[src/rtl/led_panel_rx_pkg.sv]
// Shared constants for the serial LED panel receiver.
package led_panel_rx_pkg;
  localparam int unsigned LED_NUM_CH      = 4;
  localparam int unsigned LED_COL_W       = 8;
  localparam int unsigned LED_ROW_W       = 5;
  localparam int unsigned LED_CNT_W       = 16;
  localparam int unsigned LED_SYNC_STAGES = 2;
endpackage

[src/rtl/led_panel_rx_sync_edge.sv]
// Multi-flop synchroniser with an extra flop for rising-edge detection.
module led_panel_rx_sync_edge
  import led_panel_rx_pkg::*;
#(
  parameter int unsigned W = 1
) (
  input  logic         clk,
  input  logic         rst,
  input  logic [W-1:0] d,
  input  logic [W-1:0] idle,
  output logic [W-1:0] level,
  output logic [W-1:0] rise
);

  logic [LED_SYNC_STAGES-1:0][W-1:0] stg;
  logic [W-1:0]                      prev;

  always_ff @(posedge clk) begin
    if (!rst) begin
      stg  <= {LED_SYNC_STAGES{idle}};
      prev <= idle;
    end else begin
      stg[0] <= d;
      for (int unsigned i = 1; i < LED_SYNC_STAGES; i++) stg[i] <= stg[i-1];
      prev <= stg[LED_SYNC_STAGES-1];
    end
  end

  assign level = stg[LED_SYNC_STAGES-1];
  assign rise  = level & ~prev;

endmodule

[src/rtl/led_panel_rx.sv]
// Panel-side receiver: shifts serial R/G/B chains, latches on STB, gates columns and row drive with OE.
module led_panel_rx
  import led_panel_rx_pkg::*;
#(
  parameter int unsigned NUM_CH = LED_NUM_CH,
  parameter int unsigned COL_W  = LED_COL_W,
  parameter int unsigned ROW_W  = LED_ROW_W,
  parameter int unsigned CNT_W  = LED_CNT_W
) (
  input  logic                    clk,
  input  logic                    rst,
  input  logic                    shift_clk_i,
  input  logic                    latch_i,
  input  logic                    oe_n_i,
  input  logic [NUM_CH-1:0]       led_r_i,
  input  logic [NUM_CH-1:0]       led_g_i,
  input  logic [NUM_CH-1:0]       led_b_i,
  input  logic [ROW_W-1:0]        led_sel_i,
  input  logic                    err_clr_i,
  output logic [NUM_CH*COL_W-1:0] col_r_o,
  output logic [NUM_CH*COL_W-1:0] col_g_o,
  output logic [NUM_CH*COL_W-1:0] col_b_o,
  output logic [2**ROW_W-1:0]     row_o,
  output logic                    latch_pulse_o,
  output logic [CNT_W-1:0]        line_cnt_o,
  output logic                    err_short_o,
  output logic                    err_long_o
);

  localparam int unsigned ROWS = 2**ROW_W;
  localparam int unsigned CW   = $clog2(COL_W + 2);
  localparam int unsigned DW   = 3*NUM_CH + ROW_W;

  // Colour index 0=red, 1=green, 2=blue.
  typedef logic [2:0][NUM_CH-1:0][COL_W-1:0] plane_t;

  logic [2:0] ctl_lvl, ctl_rise;
  logic [DW-1:0] dat_lvl, dat_rise_unused;
  logic shift_rise, latch_rise, oe_n;
  logic [2:0][NUM_CH-1:0] din;
  logic [ROW_W-1:0] sel;

  led_panel_rx_sync_edge #(.W(3)) u_sync_ctl (
    .clk   (clk),
    .rst   (rst),
    .d     ({shift_clk_i, latch_i, oe_n_i}),
    .idle  (3'b001),
    .level (ctl_lvl),
    .rise  (ctl_rise)
  );

  // Data and select share the control path's stage count so data stays aligned with shift edges.
  led_panel_rx_sync_edge #(.W(DW)) u_sync_dat (
    .clk   (clk),
    .rst   (rst),
    .d     ({led_b_i, led_g_i, led_r_i, led_sel_i}),
    .idle  ('0),
    .level (dat_lvl),
    .rise  (dat_rise_unused)
  );

  assign shift_rise  = ctl_rise[2];
  assign latch_rise  = ctl_rise[1];
  assign oe_n        = ctl_lvl[0];
  assign {din, sel}  = dat_lvl;

  plane_t sr, sr_nxt, lat, col;
  logic [CW-1:0] shift_cnt, cnt_nxt;

  // Shift is resolved first so a coincident latch captures the new bit and count.
  always_comb begin
    sr_nxt  = sr;
    cnt_nxt = shift_cnt;
    if (shift_rise) begin
      for (int unsigned k = 0; k < 3; k++)
        for (int unsigned c = 0; c < NUM_CH; c++)
          sr_nxt[k][c] = {sr[k][c][COL_W-2:0], din[k][c]};
      if (shift_cnt != CW'(COL_W + 1)) cnt_nxt = shift_cnt + 1'b1;
    end
  end

  always_ff @(posedge clk) begin
    if (!rst) begin
      sr            <= '0;
      lat           <= '0;
      col           <= '0;
      shift_cnt     <= '0;
      row_o         <= '0;
      latch_pulse_o <= 1'b0;
      line_cnt_o    <= '0;
      err_short_o   <= 1'b0;
      err_long_o    <= 1'b0;
    end else begin
      sr            <= sr_nxt;
      shift_cnt     <= cnt_nxt;
      latch_pulse_o <= 1'b0;
      if (err_clr_i) begin
        err_short_o <= 1'b0;
        err_long_o  <= 1'b0;
      end
      if (latch_rise) begin
        lat           <= sr_nxt;
        latch_pulse_o <= 1'b1;
        line_cnt_o    <= line_cnt_o + 1'b1;
        shift_cnt     <= '0;
        if (cnt_nxt < CW'(COL_W)) err_short_o <= 1'b1;
        if (cnt_nxt > CW'(COL_W)) err_long_o  <= 1'b1;
      end
      if (oe_n) begin
        col   <= '0;
        row_o <= '0;
      end else begin
        col   <= lat;
        row_o <= ROWS'(1) << sel;
      end
    end
  end

  assign col_r_o = col[0];
  assign col_g_o = col[1];
  assign col_b_o = col[2];

endmodule

[config.mk]
export PLATFORM = sky130hd
export DESIGN_NAME = led_panel_rx
export DESIGN_NICKNAME = d
export VERILOG_FILES = /design/src/rtl/led_panel_rx_pkg.sv /design/src/rtl/led_panel_rx_sync_edge.sv /design/src/rtl/led_panel_rx.sv
export SDC_FILE = /design/constraint.sdc
export NUM_CORES = 1
export LEC_CHECK = 0
export CAP_MARGIN = 5
export CORE_AREA = 2 2 163 165
export DETAILED_ROUTE_END_ITERATION = 12
export DIE_AREA = 0 0 165 167
export PLACE_DENSITY = 0.72
export SLEW_MARGIN = 20
export SYNTH_ARGS = -nofsm -noshare
export SYNTH_HDL_FRONTEND = slang
export SYNTH_SLANG_ARGS = --single-unit
[constraint.sdc]
create_clock -name clk -period 3.5 [get_ports clk]
set_input_delay 0.7 -clock clk [delete_from_list [all_inputs] [get_ports clk]]
set_output_delay 0.7 -clock clk [all_outputs]
set_load 0.05 [all_outputs]
==> run_results.csv, run 1 <==
group,metric,value,unit
outcome,status,"completed",
sta,slew_headroom,33.83,%
logic_synthesis,synth_top_area_share,61.75,%
logic_synthesis,ys_top_cells_by_area,"dfxtp_1 62%, and2_1 6.8%, nand2_1 6.3%",
setup_path,crit_path_max_incr_delay,0.86,ns
clock_tree,hold_buffers,0,
clock_tree,htreeDepth,2,
clock_tree,numCtsBuffers,38,
clock_tree,cts_sinks,385,
setup_path,reg2reg_from,"u_sync_ctl.level[2]",
clock_tree,cts_resized,0,
sta,final_hold_viol_count,0,
logic_synthesis,syn_inst,1230,
floorplan,io_pins,170,
routing,avgViaCountPerCell,4.945,
power_and_ir_drop,p_leak,6.813,nW
cells_and_area,finalInstanceArea,15500,sq um
grt,grt_usage,18.18,%
grt,grt_pass1_wl,41460,um
setup_path,worst-setup-path-type,"flop to primary output",
sta,finalClockSkew,0.01772,ns
sta,fin_crit_sh,72.24,%
logic_synthesis,syn_area,12480,sq um
setup_path,cp_data_required_time,2.80,ns
cells_and_area,diodes,0,
cells_and_area,multiInputGateArea,4349,sq um
logic_synthesis,synth-edff-count,0,
run,drv_cap,0,
routing,ant_nets,0,
setup_path,timing.critical_path.buf_inv,1,
sta,report.final.setup_viol,0,
placement,dpl-instance-area,14260,sq um
routing,drc_errors,0,
placement,portBuffers,169,
cells_and_area,drive_gt1_share,7.504,%
setup_path,cp.arrival,1.83,ns
clock_tree,cts_tree,"yes",
sta,max_freq,0.3955,GHz
logic_synthesis,avgSynthCellArea,10.15,sq um
power_and_ir_drop,power_density,555.4,nW/um^2
cells_and_area,area_delta_synth_final,24.21,%
logic_synthesis,synthTopCellsByCount,"385 x dfxtp_1, 208 x nand2_1, 136 x and2_1",
sta,rsz0062_at_grt,"false",
logic_synthesis,yosysMostFrequentCell,"dfxtp_1",
sta,slew_viol_final,0,
clock_tree,postCtsSetupBuffers,0,
floorplan,start_util,48.44,%
routing,dr.pass1.iters,5,
cells_and_area,fillers,2157,
routing,wire_per_inst,14.63,um
setup_path,crit_chain,"clkdlybuf4s50_1",
setup_path,crit_path_start,"line_cnt_o[5]",
floorplan,placementRows,59,
routing,vias,8511,
clock_tree,insertion_delay,0.51,ns
logic_synthesis,yosysWarnings,0,
floorplan,die_w,165,um
clock_tree,path_clk_slew,0.06,ns
grt,overflow,0,
grt,grt_pass1_vias,8234,
floorplan,fp.dieH,167,um
floorplan,core_area,25760,sq um
grt,grt_start_max_net_pins,151,
placement,detailed_place_hpwl,13990,um
clock_tree,clk_path_buf_depth,3,
routing,totalWireLength,25180,um
sta,fin_crit,2.528,ns
cells_and_area,regArea,7707,sq um
logic_synthesis,yosys.area.top_type,"dfxtp_1",
setup_path,worstPathMaxFanout,7,
setup_path,critPathTopFamily,"buffers and inverters",
setup_path,startpoint_type,"flop",
logic_synthesis,ys.flop_type,"dfxtp_1",
worst_hold_path,hold_start,"u_sync_ctl.stg[0]",
cells_and_area,nets,1390,
logic_synthesis,syn_nets,1256,
logic_synthesis,ys_types,41,
sta,fin_setup_tns,0,ns
floorplan,die-area,27560,sq um
worst_hold_path,hold_path_class,"flop to flop",
logic_synthesis,ys_ff_latch,385,
grt,antenna_found_initial,0,
clock_tree,clock-root-buffer,"clkbuf_16",
sta,worstMarginPinSlew,0.9925,ns
logic_synthesis,async_reset_ff_share,0,%
setup_path,cp-end-kind,"primary output",
setup_path,crit_slowest_cell,"clkdlybuf4s50_1",
placement,place_congestion,0.7445,
logic_synthesis,ys_seq_area_share,61.75,%
power_and_ir_drop,ir_worst_vdd,0.2972,mV
routing,detailedRoute.firstIterationViolations,482,
[path summary, 6_finish.rpt]
path                          to  slack [ns]  cells after the start
max                line_cnt_o[5]        0.97                      1
min          u_sync_ctl.level[0]        0.42                      1
max reg2reg              lat[49]        1.40                      5
min reg2reg  u_sync_ctl.level[0]        0.42                      1
[report_power, final]
group          leakage (nW)  total [mW]  internal [mW]  switching [mW]
clock network         0.593        3.99           2.42            1.57
registers              3.11        4.42           4.41          0.0139
logic                  3.11       0.198         0.0571           0.141
total                  6.81        8.61           6.89            1.72
[stage by stage]
step	cells	utilization [%]	power, mW	hold slack, ns	worst slack, ns
global placement	1658	55.36	4.716	0.4139	1.468
detailed placement	1658	55.36	4.718	0.4141	1.416
finish	1721	60.17	8.610	0.4184	0.9716
floorplan	1230	-	4.654	0.3863	1.881
CTS	1720	60.09	8.697	0.4272	0.9363
global route	1721	60.17	8.906	0.4472	0.8849
[flip-flops by register name, indices dropped and copies added (netlist names)]
| register | flops |
|---|---|
| latch_pulse_o | 1 |
| err_short_o | 1 |
| sr | 96 |
| lat | 96 |
| col_r_o | 32 |
| u_sync_ctl.stg | 3 |
| line_cnt_o | 16 |
| u_sync_dat.level | 17 |
| u_sync_ctl.prev | 2 |
| shift_cnt | 4 |
| u_sync_ctl.level | 3 |
| col_b_o | 32 |
| row_o | 32 |
| col_g_o | 32 |
| u_sync_dat.stg | 17 |
| err_long_o | 1 |
[layout by cell type (no fill, tap or decap), types with 3 or more instances in the layout]
cell type,count
nand2_1,208
a21oi_2,30
mux2i_1,5
a21oi_1,72
nand3b_1,3
clkbuf_8,4
nor2_1,46
xnor2_1,5
or3b_2,3
ha_1,3
and3_1,97
buf_4,6
nand3_1,6
dfxtp_1,385
clkbuf_1,12
nand2b_1,6
inv_1,4
clkdlybuf4s50_1,168
or3_1,3
nor3_1,3
bufinv_16,4
xor2_1,6
buf_12,3
and2_1,136
a21o_1,96
clkbuf_16,39
nand4_1,8
[metal layers]
metal,GRT usage [%],vias up,part of all wire (%)
met3,3.337,42,5.3
met4,4.764,0,1.9
met1,26.31,3957,49
li1,-,4290,-
met5,0,-,0
met2,27.93,222,44
[cells by family (layout without fill, tap and decap cells)]
kind of cell             after synthesis  in the layout  synth area share (%)
AO/OA/AOI/OAI                        204            204                 11.17
XOR/XNOR                              11             11                0.7719
adder cells (fa/ha/maj)                3              3                0.3008
buffers and inverters                 88            244                 3.539
flip-flops                           385            385                 61.75
multiplexers                           5              5                0.4010
AND/OR/NAND/NOR                      534            534                 22.07
[area by class of cell]
| cell class | count | share of cell area [%] |
|---|---|---|
| inverter | 5 | 0.1372 |
| clock inverter | 7 | 0.9201 |
| timing repair buffer | 177 | 11.53 |
| multi-input combinational | 757 | 28.05 |
| tap | 335 | 2.704 |
| clock buffer | 55 | 6.941 |
| sequential | 385 | 49.72 |
Power figures use the tool's default switching activity.
==> run 2, diff against run 1 <==
- clock period: 3.5 -> 2.39 ns (I/O delays scaled with it)
==> run_results.csv, run 2 (synthesis gave the netlist of run 1 again) <==
group,metric,value,unit
sta,slew_viol_final,0,
sta,finalClockSkew,0.01379,ns
cells_and_area,nets,1397,
routing,vias,8628,
floorplan,start_util,48.44,%
cells_and_area,multiInputGateArea,4349,sq um
placement,portBuffers,169,
power_and_ir_drop,power_density,806.1,nW/um^2
setup_path,timing.critical_path.buf_inv,1,
setup_path,r2r_slack,0.79,ns
setup_path,reg2reg_from,"u_sync_ctl.level[1]",
worst_hold_path,hold_path_class,"primary input to flop",
cells_and_area,diodes,0,
power_and_ir_drop,power_switching,2.700,mW
floorplan,core_area,25760,sq um
run,drv_cap,0,
grt,antenna_found_initial,0,
setup_path,crit_path_max_incr_delay,0.85,ns
grt,grt_usage,18.11,%
outcome,status,"completed",
grt,grt_start_max_net_pins,151,
clock_tree,cts_resized,0,
setup_path,cp.arrival,1.81,ns
routing,dr.pass1.iters,4,
grt,overflow,0,
placement,dpl-instance-area,14410,sq um
power_and_ir_drop,p_comb_share,2.5,%
worst_hold_path,min_to,"sr[24]",
floorplan,placementRows,59,
clock_tree,numCtsBuffers,38,
sta,report.final.setup_viol,0,
setup_path,crit_slowest_cell,"clkdlybuf4s50_1",
power_and_ir_drop,ir_worst_vdd,0.6416,mV
grt,grt_pass1_wl,41070,um
sta,worstMarginPinSlew,0.6567,ns
setup_path,r2r_cells,4,
clock_tree,insertion_delay,0.52,ns
power_and_ir_drop,pwr-share-clk,46.3,%
routing,wire_per_inst,14.49,um
routing,avgViaCountPerCell,4.970,
setup_path,startpoint_type,"flop",
cells_and_area,reg_top3,"lat x96, sr x96",
floorplan,die-area,27560,sq um
cells_and_area,fillers,2114,
placement,preCtsSetupSlack,0.6364,ns
clock_tree,cts_sinks,385,
power_and_ir_drop,p_leak,6.915,nW
setup_path,critPathTopFamily,"buffers and inverters",
sta,fin_crit,2.290,ns
sta,layout_setup_ws,0.09999,ns
clock_tree,clk_path_buf_depth,3,
sta,slew_headroom,55.09,%
power_and_ir_drop,seq_power_share,51.3,%
setup_path,cp_data_required_time,1.91,ns
worst_hold_path,hold_start,"rst",
setup_path,worstPathMaxFanout,7,
sta,fin_crit_sh,95.82,%
setup_path,cp-end-kind,"primary output",
cells_and_area,area_delta_synth_final,25.56,%
clock_tree,path_clk_slew,0.06,ns
floorplan,fp.dieH,167,um
routing,drc_errors,0,
setup_path,worst-setup-path-type,"flop to primary output",
routing,totalWireLength,25160,um
power_and_ir_drop,p_int,9.933,mW
clock_tree,htreeDepth,2,
sta,final_hold_viol_count,0,
setup_path,crit_chain,"clkdlybuf4s50_1",
grt,grt_pass1_vias,8290,
routing,ant_nets,0,
routing,detailedRoute.firstIterationViolations,490,
setup_path,r2r_end,"err_long_o",
worst_hold_path,whs_path_depth,3,
power_and_ir_drop,swShare,21.37,%
clock_tree,postCtsSetupBuffers,0,
placement,place_congestion,0.7682,
sta,max_freq,0.4367,GHz
sta,rsz0062_at_grt,"false",
clock_tree,cts_tree,"yes",
cells_and_area,drive_gt1_share,9.279,%
floorplan,die_w,165,um
clock_tree,hold_buffers,0,
cells_and_area,regArea,7707,sq um
cells_and_area,final_cell_mix,"385 x dfxtp_1, 208 x nand2_1, 168 x clkdlybuf4s50_1",
placement,detailed_place_hpwl,14660,um
floorplan,io_pins,170,
cells_and_area,finalInstanceArea,15670,sq um
sta,fin_setup_tns,0,ns
clock_tree,clock-root-buffer,"clkbuf_16",
cells_and_area,layout_commonest_cell,"dfxtp_1",
run 2: layout make-up:
type	instances	area share, %
inverters	5	0.1357
repair buffers	184	12.22
clock buffers	48	6.954
flip-flops and latches	385	49.18
clock inverters	22	1.086
multi-input cells	757	27.75
well taps	335	2.675
run 2: how the worst max path moves through the flow:
| stage | from | endpoint | depth (start not counted) |
|---|---|---|---|
| floorplan | line_cnt_o[5] | line_cnt_o[10] | 4 |
| global placement | line_cnt_o[5] | line_cnt_o[5] | 1 |
| detailed placement | line_cnt_o[5] | line_cnt_o[5] | 1 |
| CTS | line_cnt_o[5] | line_cnt_o[5] | 1 |
| global route | line_cnt_o[5] | line_cnt_o[5] | 1 |
| finish | line_cnt_o[5] | line_cnt_o[5] | 1 |
run 2: layer usage:
layer | wire (um) | track usage (%) | share of wire, %
met5 | 0 | 0 | 0
met4 | 412 | 4.991 | 1.6
met3 | 1266 | 3.562 | 5.0
met2 | 11460 | 29.95 | 46
met1 | 12020 | 24.10 | 48
run 2: tightest hold or removal path: cells and delay by family:
family | cells | cell delay, ns
buffers and inverters | 2 | 0.23
AOI/OAI and AO/OA | 1 | 0.14
run 2: power by group through the flow:
stage          Clock (mW)  Sequential [mW]  Combinational (mW)
3_3_place_gp            0             6.62               0.309
6_report             5.85             6.48               0.311
5_1_grt              6.24             6.48               0.340
3_5_place_dp            0             6.62               0.311
2_1_floorplan           0             6.63               0.190
4_1_cts              5.97             6.48               0.313
run 2: metrics by stage:
| stage | hold WS, ns | instances | util, % | power, mW |
|---|---|---|---|---|
| floorplan | 0.3863 | 1230 | - | 6.815 |
| detailed placement | 0.4169 | 1666 | 55.94 | 6.931 |
| CTS | 0.3633 | 1736 | 60.83 | 12.76 |
| global placement | 0.4142 | 1666 | 55.94 | 6.927 |
| global route | 0.3843 | 1736 | 60.83 | 13.06 |
| finish | 0.3759 | 1736 | 60.83 | 12.63 |
==> run 3, diff against run 2 <==
- CTS_CLUSTER_SIZE: default -> 12
- PLACE_DENSITY: 0.72 -> 0.82
==> run_results.csv, run 3 (synthesis gave the netlist of run 1 again) <==
group,metric,value,unit
outcome,status,"completed",
clock_tree,cts_sinks,385,
cells_and_area,nets,1398,
run,drv_cap,0,
routing,dr.pass1.iters,7,
sta,fin_crit_sh,95.64,%
sta,fin_crit,2.286,ns
sta,report.final.setup_viol,0,
setup_path,worst-setup-path-type,"flop to primary output",
sta,slew_headroom,32.98,%
power_and_ir_drop,power_switching,2.542,mW
setup_path,crit_slowest_cell,"clkdlybuf4s50_1",
setup_path,crit_chain,"clkdlybuf4s50_1",
placement,dp.cells,1665,
power_and_ir_drop,swShare,20.26,%
cells_and_area,final_cells,1729,
setup_path,cp_data_required_time,1.91,ns
power_and_ir_drop,p_comb_share,2.4,%
grt,grt_start_max_net_pins,151,
worst_hold_path,hold_path_class,"primary input to flop",
clock_tree,cts_tree,"yes",
clock_tree,cts_resized,0,
grt,grt_usage,18.78,%
power_and_ir_drop,pwr-share-clk,46.0,%
cells_and_area,fillers,2062,
cells_and_area,diodes,0,
cells_and_area,regArea,7707,sq um
power_and_ir_drop,seq_power_share,51.7,%
floorplan,die_w,165,um
cells_and_area,layout_commonest_cell,"dfxtp_1",
clock_tree,htreeDepth,2,
cells_and_area,drive_gt1_share,8.106,%
setup_path,crit_path_start,"line_cnt_o[2]",
grt,grt_pass1_wl,42500,um
routing,avgViaCountPerCell,4.998,
clock_tree,clk_path_buf_depth,3,
floorplan,placementRows,59,
grt,grt_pass1_vias,8603,
sta,rsz0062_at_grt,"false",
grt,overflow,0,
floorplan,io_pins,170,
sta,fin_setup_tns,0,ns
cells_and_area,area_delta_synth_final,24.79,%
clock_tree,insertion_delay,0.52,ns
setup_path,reg2reg_from,"u_sync_ctl.level[1]",
cells_and_area,fin_util,60.45,%
placement,place_congestion,0.7645,
placement,detailed_place_hpwl,15180,um
sta,max_freq,0.4375,GHz
sta,worstMarginPinSlew,1.005,ns
clock_tree,postCtsSetupBuffers,0,
setup_path,startpoint_type,"flop",
setup_path,cp.arrival,1.81,ns
floorplan,core_area,25760,sq um
clock_tree,hold_buffers,0,
cells_and_area,final_cell_mix,"385 x dfxtp_1, 208 x nand2_1, 168 x clkdlybuf4s50_1",
placement,portBuffers,169,
floorplan,die-area,27560,sq um
worst_hold_path,hold_start,"rst",
power_and_ir_drop,power,12.55,mW
sta,slew_viol_final,0,
setup_path,crit_path_max_incr_delay,0.85,ns
floorplan,start_util,48.44,%
routing,wire_per_inst,14.92,um
sta,holdWs,0.3778,ns
clock_tree,numCtsBuffers,40,
routing,vias,8642,
routing,drc_errors,0,
setup_path,worstPathMaxFanout,6,
cells_and_area,finalInstanceArea,15570,sq um
setup_path,cp-end-kind,"primary output",
setup_path,critPathTopFamily,"buffers and inverters",
sta,finalClockSkew,0.01902,ns
power_and_ir_drop,p_int,10.00,mW
routing,ant_nets,0,
setup_path,timing.critical_path.buf_inv,1,
power_and_ir_drop,power_density,805.5,nW/um^2
cells_and_area,reg_top3,"lat x96, sr x96",
grt,antenna_found_initial,0,
power_and_ir_drop,ir_worst_vdd,0.4539,mV
clock_tree,path_clk_slew,0.06,ns
placement,preCtsSetupSlack,0.6297,ns
sta,layout_setup_ws,0.1041,ns
placement,dpl-instance-area,14350,sq um
clock_tree,clock-root-buffer,"clkbuf_16",
routing,totalWireLength,25790,um
cells_and_area,multiInputGateArea,4349,sq um
routing,detailedRoute.firstIterationViolations,462,
power_and_ir_drop,p_leak,6.854,nW
floorplan,fp.dieH,167,um
sta,final_hold_viol_count,0,
setup_path,r2r_slack,0.63,ns
-- run 3: cell count changes in the layout (fill, tap and decap cells not counted), sizes merged --
cell	previous run	this run
clkbuf	48	59
buf	16	15
clkinv	17	2
clkinvlp	2	0
-- run 3: cell type report --
type | instances | area share, %
clock inverters | 5 | 0.3695
clock buffers | 59 | 7.471
well taps | 335 | 2.691
multi-input cells | 757 | 27.92
repair buffers | 183 | 11.92
flip-flops and latches | 385 | 49.49
inverters | 5 | 0.1366
-- run 3: per-layer routing --
metal  wire [um]  global-route usage, %  up-vias
met5           0                      0        -
met4         453                  4.991        0
met3        1163                  3.537       39
met2       12680                  32.57      189
met1       11490                  23.83     4115
li1            -                      -     4299
-- run 3: path summary, 6_finish.rpt --
check,cells past startpoint,endpoint
setup / recovery,1,line_cnt_o[2]
hold / removal,3,sr[2]
setup reg to reg,3,lat[69]
hold reg to reg,1,u_sync_ctl.level[0]
-- run 3: power by group through the flow --
| stage | Combinational (mW) | Sequential, mW | Clock [mW] |
|---|---|---|---|
| finish | 0.300 | 6.48 | 5.77 |
| global route | 0.325 | 6.48 | 6.20 |
| CTS | 0.304 | 6.48 | 5.88 |
| detailed placement | 0.302 | 6.62 | 0 |
| global placement | 0.299 | 6.62 | 0 |
| floorplan | 0.190 | 6.63 | 0 |
